## src/rtl/pong_pkg.sv

```systemverilog
// rtl/pong_pkg.sv - shared states, winner codes and default constants for the pong controller
package pong_pkg;

    localparam int DEF_TICK_DIV    = 500000;
    localparam int DEF_WIN_SCORE   = 7;
    localparam int DEF_SERVE_TICKS = 60;

    typedef enum logic [2:0] {
        ST_IDLE     = 3'd0,
        ST_SERVE    = 3'd1,
        ST_PLAY     = 3'd2,
        ST_POINT    = 3'd3,
        ST_GAMEOVER = 3'd4
    } pong_state_e;

    localparam logic [1:0] WINNER_NONE = 2'b00;
    localparam logic [1:0] WINNER_P1   = 2'b01;
    localparam logic [1:0] WINNER_P2   = 2'b10;

    function automatic logic [3:0] sat_inc4(input logic [3:0] v);
        return (v == 4'hF) ? v : v + 4'd1;
    endfunction

endpackage

```

## src/rtl/pong_tick_gen.sv

```systemverilog
// rtl/pong_tick_gen.sv - free-running divider producing a registered 1-cycle tick every DIV clocks
module pong_tick_gen
    import pong_pkg::*;
#(
    parameter int DIV = DEF_TICK_DIV
) (
    input  logic clk,
    input  logic rst,
    output logic tick
);

    localparam int            CW   = (DIV > 1) ? $clog2(DIV) : 1;
    localparam logic [CW-1:0] LAST = CW'(DIV - 1);

    logic [CW-1:0] cnt_q, cnt_d;
    logic          tick_q, tick_d;

    always_comb begin
        tick_d = (cnt_q == LAST);
        cnt_d  = tick_d ? '0 : cnt_q + CW'(1);
    end

    always_ff @(posedge clk or posedge rst) begin
        if (rst) begin
            cnt_q  <= '0;
            tick_q <= 1'b0;
        end else begin
            cnt_q  <= cnt_d;
            tick_q <= tick_d;
        end
    end

    assign tick = tick_q;

endmodule

```

## src/rtl/pong_game_ctrl.sv

```systemverilog
// rtl/pong_game_ctrl.sv - pong game FSM: serve timing, scoring, win detection and ball control
// Optional rally speed-up is enabled with PONG_RALLY_SPEEDUP_EN.
module pong_game_ctrl
    import pong_pkg::*;
#(
    parameter int TICK_DIV    = DEF_TICK_DIV,
    parameter int WIN_SCORE   = DEF_WIN_SCORE,
    parameter int SERVE_TICKS = DEF_SERVE_TICKS
) (
    input  logic       clk,
    input  logic       rst,
    input  logic       start_btn,
    input  logic       miss_right,
    input  logic       miss_left,
    input  logic       paddle_hit,
    output logic       tick,
    output logic       ball_en,
    output logic       ball_reset,
    output logic       serve_dir,
    output logic [3:0] score_p1,
    output logic [3:0] score_p2,
    output logic [1:0] winner,
    output logic [1:0] speed_level,
    output logic [2:0] state
);

    localparam logic [3:0]  WIN4       = 4'(WIN_SCORE);
    localparam logic [15:0] SERVE_LAST = 16'(SERVE_TICKS - 1);

    pong_state_e state_q, state_d;
    logic [15:0] serve_cnt_q, serve_cnt_d;
    logic [3:0]  score_p1_q, score_p1_d;
    logic [3:0]  score_p2_q, score_p2_d;
    logic [1:0]  winner_q, winner_d;
    logic        serve_dir_q, serve_dir_d;
    logic        ball_en_q, ball_en_d;
    logic        ball_reset_q, ball_reset_d;
    logic        start_prev_q;
    logic        restart;
    logic        tick_w;

    pong_tick_gen #(.DIV(TICK_DIV)) u_tick_gen (
        .clk  (clk),
        .rst  (rst),
        .tick (tick_w)
    );

    always_comb begin
        state_d     = state_q;
        serve_cnt_d = serve_cnt_q;
        score_p1_d  = score_p1_q;
        score_p2_d  = score_p2_q;
        winner_d    = winner_q;
        serve_dir_d = serve_dir_q;
        restart     = 1'b0;

        unique case (state_q)
            ST_IDLE: begin
                if (start_btn) restart = 1'b1;
            end
            ST_SERVE: begin
                if (tick_w) begin
                    if (serve_cnt_q == SERVE_LAST) begin
                        state_d     = ST_PLAY;
                        serve_cnt_d = '0;
                    end else begin
                        serve_cnt_d = serve_cnt_q + 16'd1;
                    end
                end
            end
            ST_PLAY: begin
                // miss_right has priority so a coincident double miss scores only once
                if (miss_right) begin
                    score_p2_d  = sat_inc4(score_p2_q);
                    serve_dir_d = 1'b0;
                    state_d     = ST_POINT;
                end else if (miss_left) begin
                    score_p1_d  = sat_inc4(score_p1_q);
                    serve_dir_d = 1'b1;
                    state_d     = ST_POINT;
                end
            end
            ST_POINT: begin
                if (score_p1_q == WIN4) begin
                    winner_d = WINNER_P1;
                    state_d  = ST_GAMEOVER;
                end else if (score_p2_q == WIN4) begin
                    winner_d = WINNER_P2;
                    state_d  = ST_GAMEOVER;
                end else begin
                    serve_cnt_d = '0;
                    state_d     = ST_SERVE;
                end
            end
            ST_GAMEOVER: begin
                if (start_btn && !start_prev_q) restart = 1'b1;
            end
            default: state_d = ST_IDLE;
        endcase

        if (restart) begin
            score_p1_d  = '0;
            score_p2_d  = '0;
            winner_d    = WINNER_NONE;
            serve_cnt_d = '0;
            state_d     = ST_SERVE;
        end

        ball_en_d    = (state_d == ST_PLAY);
        ball_reset_d = restart || (state_d == ST_POINT);
    end

    always_ff @(posedge clk or posedge rst) begin
        if (rst) begin
            state_q      <= ST_IDLE;
            serve_cnt_q  <= '0;
            score_p1_q   <= '0;
            score_p2_q   <= '0;
            winner_q     <= WINNER_NONE;
            serve_dir_q  <= 1'b0;
            ball_en_q    <= 1'b0;
            ball_reset_q <= 1'b0;
            start_prev_q <= 1'b0;
        end else begin
            state_q      <= state_d;
            serve_cnt_q  <= serve_cnt_d;
            score_p1_q   <= score_p1_d;
            score_p2_q   <= score_p2_d;
            winner_q     <= winner_d;
            serve_dir_q  <= serve_dir_d;
            ball_en_q    <= ball_en_d;
            ball_reset_q <= ball_reset_d;
            start_prev_q <= start_btn;
        end
    end

`ifdef PONG_RALLY_SPEEDUP_EN
    logic       enter_serve;
    logic [1:0] hit_cnt_q, hit_cnt_d;
    logic [1:0] speed_q, speed_d;

    always_comb begin
        enter_serve = (state_d == ST_SERVE) && (state_q != ST_SERVE);
        hit_cnt_d   = hit_cnt_q;
        speed_d     = speed_q;
        if (enter_serve) begin
            hit_cnt_d = '0;
            speed_d   = '0;
        end else if (state_q == ST_PLAY && paddle_hit) begin
            hit_cnt_d = hit_cnt_q + 2'd1;
            if (hit_cnt_q == 2'd3 && speed_q != 2'd3) speed_d = speed_q + 2'd1;
        end
    end

    always_ff @(posedge clk or posedge rst) begin
        if (rst) begin
            hit_cnt_q <= '0;
            speed_q   <= '0;
        end else begin
            hit_cnt_q <= hit_cnt_d;
            speed_q   <= speed_d;
        end
    end

    assign speed_level = speed_q;
`else
    logic unused_paddle_hit;
    assign unused_paddle_hit = paddle_hit;
    assign speed_level       = 2'd0;
`endif

    assign tick       = tick_w;
    assign ball_en    = ball_en_q;
    assign ball_reset = ball_reset_q;
    assign serve_dir  = serve_dir_q;
    assign score_p1   = score_p1_q;
    assign score_p2   = score_p2_q;
    assign winner     = winner_q;
    assign state      = state_q;

endmodule

```

## config.mk

```make
export PLATFORM = sky130hd
export DESIGN_NAME = pong_game_ctrl
export DESIGN_NICKNAME = d
export VERILOG_FILES = /design/src/rtl/pong_pkg.sv /design/src/rtl/pong_tick_gen.sv /design/src/rtl/pong_game_ctrl.sv
export SDC_FILE = /design/constraint.sdc
export NUM_CORES = 1
export LEC_CHECK = 0
export CAP_MARGIN = 40
export CORE_MARGIN = 5
export CORE_UTILIZATION = 56
export CTS_CLUSTER_DIAMETER = 50
export DETAILED_ROUTE_END_ITERATION = 10
export HOLD_SLACK_MARGIN = 0.06
export PLACE_DENSITY = 0.78
export SLEW_MARGIN = 0
export SYNTH_ARGS = -nofsm -noshare
export SYNTH_HDL_FRONTEND = slang
export SYNTH_SLANG_ARGS = --single-unit
```

## constraint.sdc

```tcl
create_clock -name clk -period 2.65 [get_ports clk]
set_input_delay 0.265 -clock clk [delete_from_list [all_inputs] [get_ports clk]]
set_output_delay 0.265 -clock clk [all_outputs]
set_load 0.01 [all_outputs]
```

# Word level (Yosys, flattened, before mapping)
# Cells that the tools add are included.
dict set report totals {
  romBits 0
  latchBits 0
  reg_bits 53
  input_bits 6
  out_inout_bits 19
  mem_count 0
  ramBits 0
  wordCells 83
}
dict set report op_classes {
  bitwise 0
  reduce_logical 17
  div 0
  n_addsub 4
  eq_ne 18
  muxes 33
  magnitude_cmp 0
  n_mul 0
  shift 0
}
# cell count
set ops {}
lappend ops {{16-bit two-way mux} 5}
lappend ops {{4-bit two-way mux} 9}
lappend ops {{16-bit case mux with 2 select lines} 1}
lappend ops {{3-bit two-way mux} 7}
lappend ops {{19-bit by 1-bit adder with 19-bit output, second input constant} 1}
lappend ops {{19-bit equality test, second input constant} 1}
lappend ops {{19-bit two-way mux} 1}
lappend ops {{16-bit by 1-bit adder with 16-bit output, second input constant} 1}
lappend ops {{16-bit by 6-bit equality test with 1-bit output, second input constant} 1}
lappend ops {{3-bit by 2-bit equality test with 1-bit output, second input constant} 4}
lappend ops {{3-bit case mux with 4 select lines} 1}
lappend ops {{2-bit nonzero test} 5}
lappend ops {{4-bit by 1-bit adder with 4-bit output, second input constant} 2}
lappend ops {{4-bit by 3-bit equality test with 1-bit output, second input constant} 2}
lappend ops {{4-bit equality test, second input constant} 2}
lappend ops {{2-bit two-way mux} 4}
lappend ops {{4-bit AND reduction} 2}
lappend ops {{3-bit inequality test, second input constant} 2}
lappend ops {{3-bit nonzero test} 2}
lappend ops {{1-bit two-way mux} 4}
lappend ops {{2-bit inequality test, second input constant} 2}
lappend ops {{2-bit AND reduction} 2}
lappend ops {{3-bit by 1-bit equality test with 1-bit output, second input constant} 1}
lappend ops {{3-bit equality test, second input constant} 1}
lappend ops {{9 further kinds} 9}

# Longest topological paths before layout
dict set report depth {
  depth_word 7
  ltp_mapped 7
  mapped_depth_nobuf 6
}

# Cells and area by module
# Synthesis repeated with hierarchy kept, for this count alone.
dict set report hier_totals {
  cells_unflattened 269
  area_unflattened_um2 2652.5
}
# mod area_per_inst_um2 cells_each n_inst seq_area_each_um2
set modules_own_cells {}
lappend modules_own_cells {pong_game_ctrl 1729.2 179 1 825.8}
lappend modules_own_cells {pong_tick_gen 923.4 90 1 500.5}

# Worst setup path after synthesis
# Ideal clock, no wire load.
dict set report synth_path {
  kind {reg-to-reg}
  from {register serve_cnt_q[8]}
  to {register serve_cnt_q[10]}
  path_stages_with_launch 8
  n_path_buf 2
  arrival_time_ns 1.819
  setup_slack_ns 0.705
  setup_time_ns 0.125
  required_time_ns 2.525
  period_less_slack_ns 1.945
  cell_sequence {dfrtp_1 > buf_6 > or4_4 > nor4_4 > nor3_2 > buf_4 > a21oi_1 > mux2i_1}
}
dict set report synth_via {
  elab_chain_cells 5
  word_cells_on_any_way 6
  cone_classes {1 x add/sub; 1 x eq/ne; 4 x mux}
}
# item line
set synth_lines {}
lappend synth_lines {{from (decl)} pong_game_ctrl.sv:31} ;# logic [15:0] serve_cnt_q, serve_cnt_d;
lappend synth_lines {{from (signal assigned)} pong_game_ctrl.sv:126} ;# serve_cnt_q <= serve_cnt_d;
lappend synth_lines {{16-bit by 1-bit adder with 16-bit output or 16-bit by 6-bit equality test with 1-bit output (tied branches)} {pong_game_ctrl.sv:67, pong_game_ctrl.sv:63}}
lappend synth_lines {{16-bit two-way mux (*)} pong_game_ctrl.sv:63} ;# if (serve_cnt_q == SERVE_LAST) begin
lappend synth_lines {{16-bit two-way mux (*)} pong_game_ctrl.sv:62} ;# if (tick_w) begin
lappend synth_lines {{16-bit case mux with 2 select lines (*)} pong_game_ctrl.sv:57} ;# unique case (state_q)
lappend synth_lines {{16-bit two-way mux (*)} pong_game_ctrl.sv:101} ;# if (restart) begin
# Mark *: on every way between the ends. The rest lies on a longest branch, timed or not. The select of a mux whose other input is x is not followed.
# A chain may end at the register's enable or synchronous reset.

# Worst setup path in the final report
dict set report layout_path {
  from {register serve_cnt_q[8]}
  to {register serve_cnt_q[12]}
}
# The elaborated chain is that of the path after synthesis.

==> reports/results.tsv <==
metric	value	unit
core box area	4630	um^2
synthesized instance count	268	
Boundary Pins	25	
met3 Use GR	4.47	%
die height	78.6	um
worst slew pin tran	0.693	ns
Storage cell area	1330	um^2
Data arrival, critical path	2.34	ns
GRT Max-Usage Layer	met2	
CP Cell Sequence	or4_4, nor4_4, nor2_2, a41oi_1, a31oi_1	
critical path class	reg2reg	
clock sinks	53	
syn_area_per_cell	9.83	um^2
post-CTS setup buffer count	0	
Buffers & Inverters on Critical Path	0	
M2 GR Usage	31.3	%
HPWL after detailed placement	3650	um
nets	306	
most area-consuming cells after synthesis	dfrtp_1 (50%), nand3_1 (4.8%), xnor2_1 (4.3%)	
via count	2072	
M1 GR Usage	26.0	%
multi-input logic area	1250	um^2
Final min period	2.17	ns
GRT overflow	0	
leading cell types in the layout, fill and taps excluded	dfrtp_1 (53), nand2_1 (30), nor2_1 (29)	
DRT Pass-1 Iters	4	
Final Max Tran Viols	0	
number of placement rows	25	
placed cell area	2920	um^2
H-tree depth	2	
Initial Util	56.9	%
Die W	78.6	um
CP endpoint kind	flop	
status	finished clean	
worst-case clock buffer depth	2	
Slew HR	53.5	%
CTS buffer count	5	
CTS tree	built	
leak pwr	1.35	nW
Synth Warn #	0	
Max Clk Rate	461	MHz
fin crit share	81.8	%
Crit path largest cell delay	0.57	ns
Distinct cells, synth	52	
Seq/Total Area, Yosys	50.4	%
max cap viols	0	
Worst Hold Slack	0.324	ns
commonest non-fill, non-tap cell in the layout	dfrtp_1	
die area	6170	um^2
first-pass GRT wire length	9470	um
area leader, netlist	dfrtp_1	
Avg WL per Cell	14.9	um
total power	1.86	mW
Slowest cell on crit path	or4_4	
Routed Antenna Nets	0	
Startpoint Class	flop	
VDD IR-drop max	395	uV
DRC viols	0	
Post-CTS Resized	0	
Crit path max-delay family	simple AND/OR/NAND/NOR gates	
vias in the first global route	2013	
Crit Path Max Fanout	10	
Yosys reg bits	53	
Hold Path Class	in2async	
fraction of layout cells with a size suffix above 1	7.74	%
largest net degree at the start of global routing	29	
Port Buf Inserts	21	
Final Setup Violations	0	
clock slew at reported path FFs	0.09	ns
total global-route track usage	19.3	%
vias per cell	5.90	
Filler cells	364	
Fin. Hold Viols	0	
Synth Cell Area	2630	um^2
total negative slack	0	ns
WP data required	2.82	ns
Pwr Density	613	nW/um^2
hold buffers post-CTS	0	
Final GP Congestion	0.847	
post-synth top area share	50.4	%
diode count	0	
CTS root buffer	clkbuf_8	
DRT Wirelength	5220	um
initial antenna violation count	0	
clock skew	0.00583	ns
RSZ-0062 raised after global routing	false	
DRT iter0 DRCs	115	
later-pin clock latency in the skew report	0.31	ns
fin area	3040	um^2
area grow syn2layout	15.4	%
==> metrics by stage <==
| stage | setup slack (ns) | utilization, % | std cells |
|---|---|---|---|
| after floorplan | 0.705 | - | 269 |
| after global placement | 0.510 | 63.2 | 343 |
| after detailed placement | 0.511 | 63.2 | 343 |
| after CTS | 0.495 | 65.7 | 351 |
| after global routing | 0.312 | 65.7 | 351 |
| final | 0.483 | 65.7 | 351 |
==> sequential cells by signal, summed over array words and instances, names as in the netlist <==
signal and flops:
ball_en 1, ball_reset 1, score_p1 4, score_p2 4, serve_cnt_q 16, serve_dir 1, start_prev_q 1, state 3
u_tick_gen.cnt_q 19, u_tick_gen.tick 1, winner 2
==> report_power, final <==
part	leakage, nW	switching [mW]	total, mW	internal [mW]
Combinational	0.608	0.139	0.271	0.132
Clock	0.0585	0.256	0.564	0.308
Sequential	0.680	0.130	1.03	0.899
Total	1.35	0.526	1.86	1.34
==> Yosys cell counts, drive strengths merged <==
cell type   n
and3        6
a22oi       1
a22o        1
xor2        7
and2b       1
ha          4
mux2i       4
or4         3
a21oi      10
nor4        8
nor3        7
o21a        1
a31oi       9
a41oi       3
clkbuf      2
nand4bb     1
conb        1
inv         5
a31o        2
nor3b       1
xnor2      13
o21bai      1
nand2b      5
buf         4
nor2       30
o31ai       1
a211oi      2
dfrtp      53
a311oi      1
o211ai      2
and2        1
o211a       1
or2         1
nand4       4
or3         2
or4b        1
and4        1
nand3      26
o21ai       7
o22ai       2
nand2      30
nor4bb      1
nor2b       2
==> cell type report <==
cell class / instances / share of cell area [%]
sequential: 53 / 43.6
multi-input combinational: 205 / 41.2
timing repair buffer: 26 / 8.56
clock buffer: 7 / 2.84
tap: 54 / 2.22
clock inverter: 1 / 0.988
inverter: 5 / 0.617
==> final timing paths <==
path / cells past startpoint / slack [ns] / end / startpoint
max reg2reg: 5 / 0.48 / serve_cnt_q[12] / serve_cnt_q[8]
min reg2reg: 1 / 0.48 / u_tick_gen.cnt_q[0] / u_tick_gen.cnt_q[0]
max in group asynchronous: 3 / 1.79 / u_tick_gen.cnt_q[6] / rst
min in group clk: 1 / 0.48 / u_tick_gen.cnt_q[0] / u_tick_gen.cnt_q[0]
max: 5 / 0.48 / serve_cnt_q[12] / serve_cnt_q[8]
min: 2 / 0.32 / score_p1[0] / rst
==> cell families after synthesis <==
logic type | count (synthesis) | synth area share, %
simple gates | 131 | 26.0
mux | 4 | 1.52
fa+ha+maj | 4 | 1.90
other cells | 1 | 0.142
xor+xnor | 20 | 6.65
compound gates | 44 | 11.2
buf+inv | 11 | 2.28
flops | 53 | 50.4
==> layer usage <==
| metal | vias to the layer above | part of all wire (%) | routed length [um] |
|---|---|---|---|
| li1 | 1017 | - | - |
| met1 | 1000 | 46 | 2410 |
| met2 | 44 | 48 | 2530 |
| met3 | 11 | 3.5 | 185 |
| met4 | 0 | 1.9 | 97 |
| met5 | - | 0 | 0 |
No activity file was read; power rests on OpenSTA's default activity.
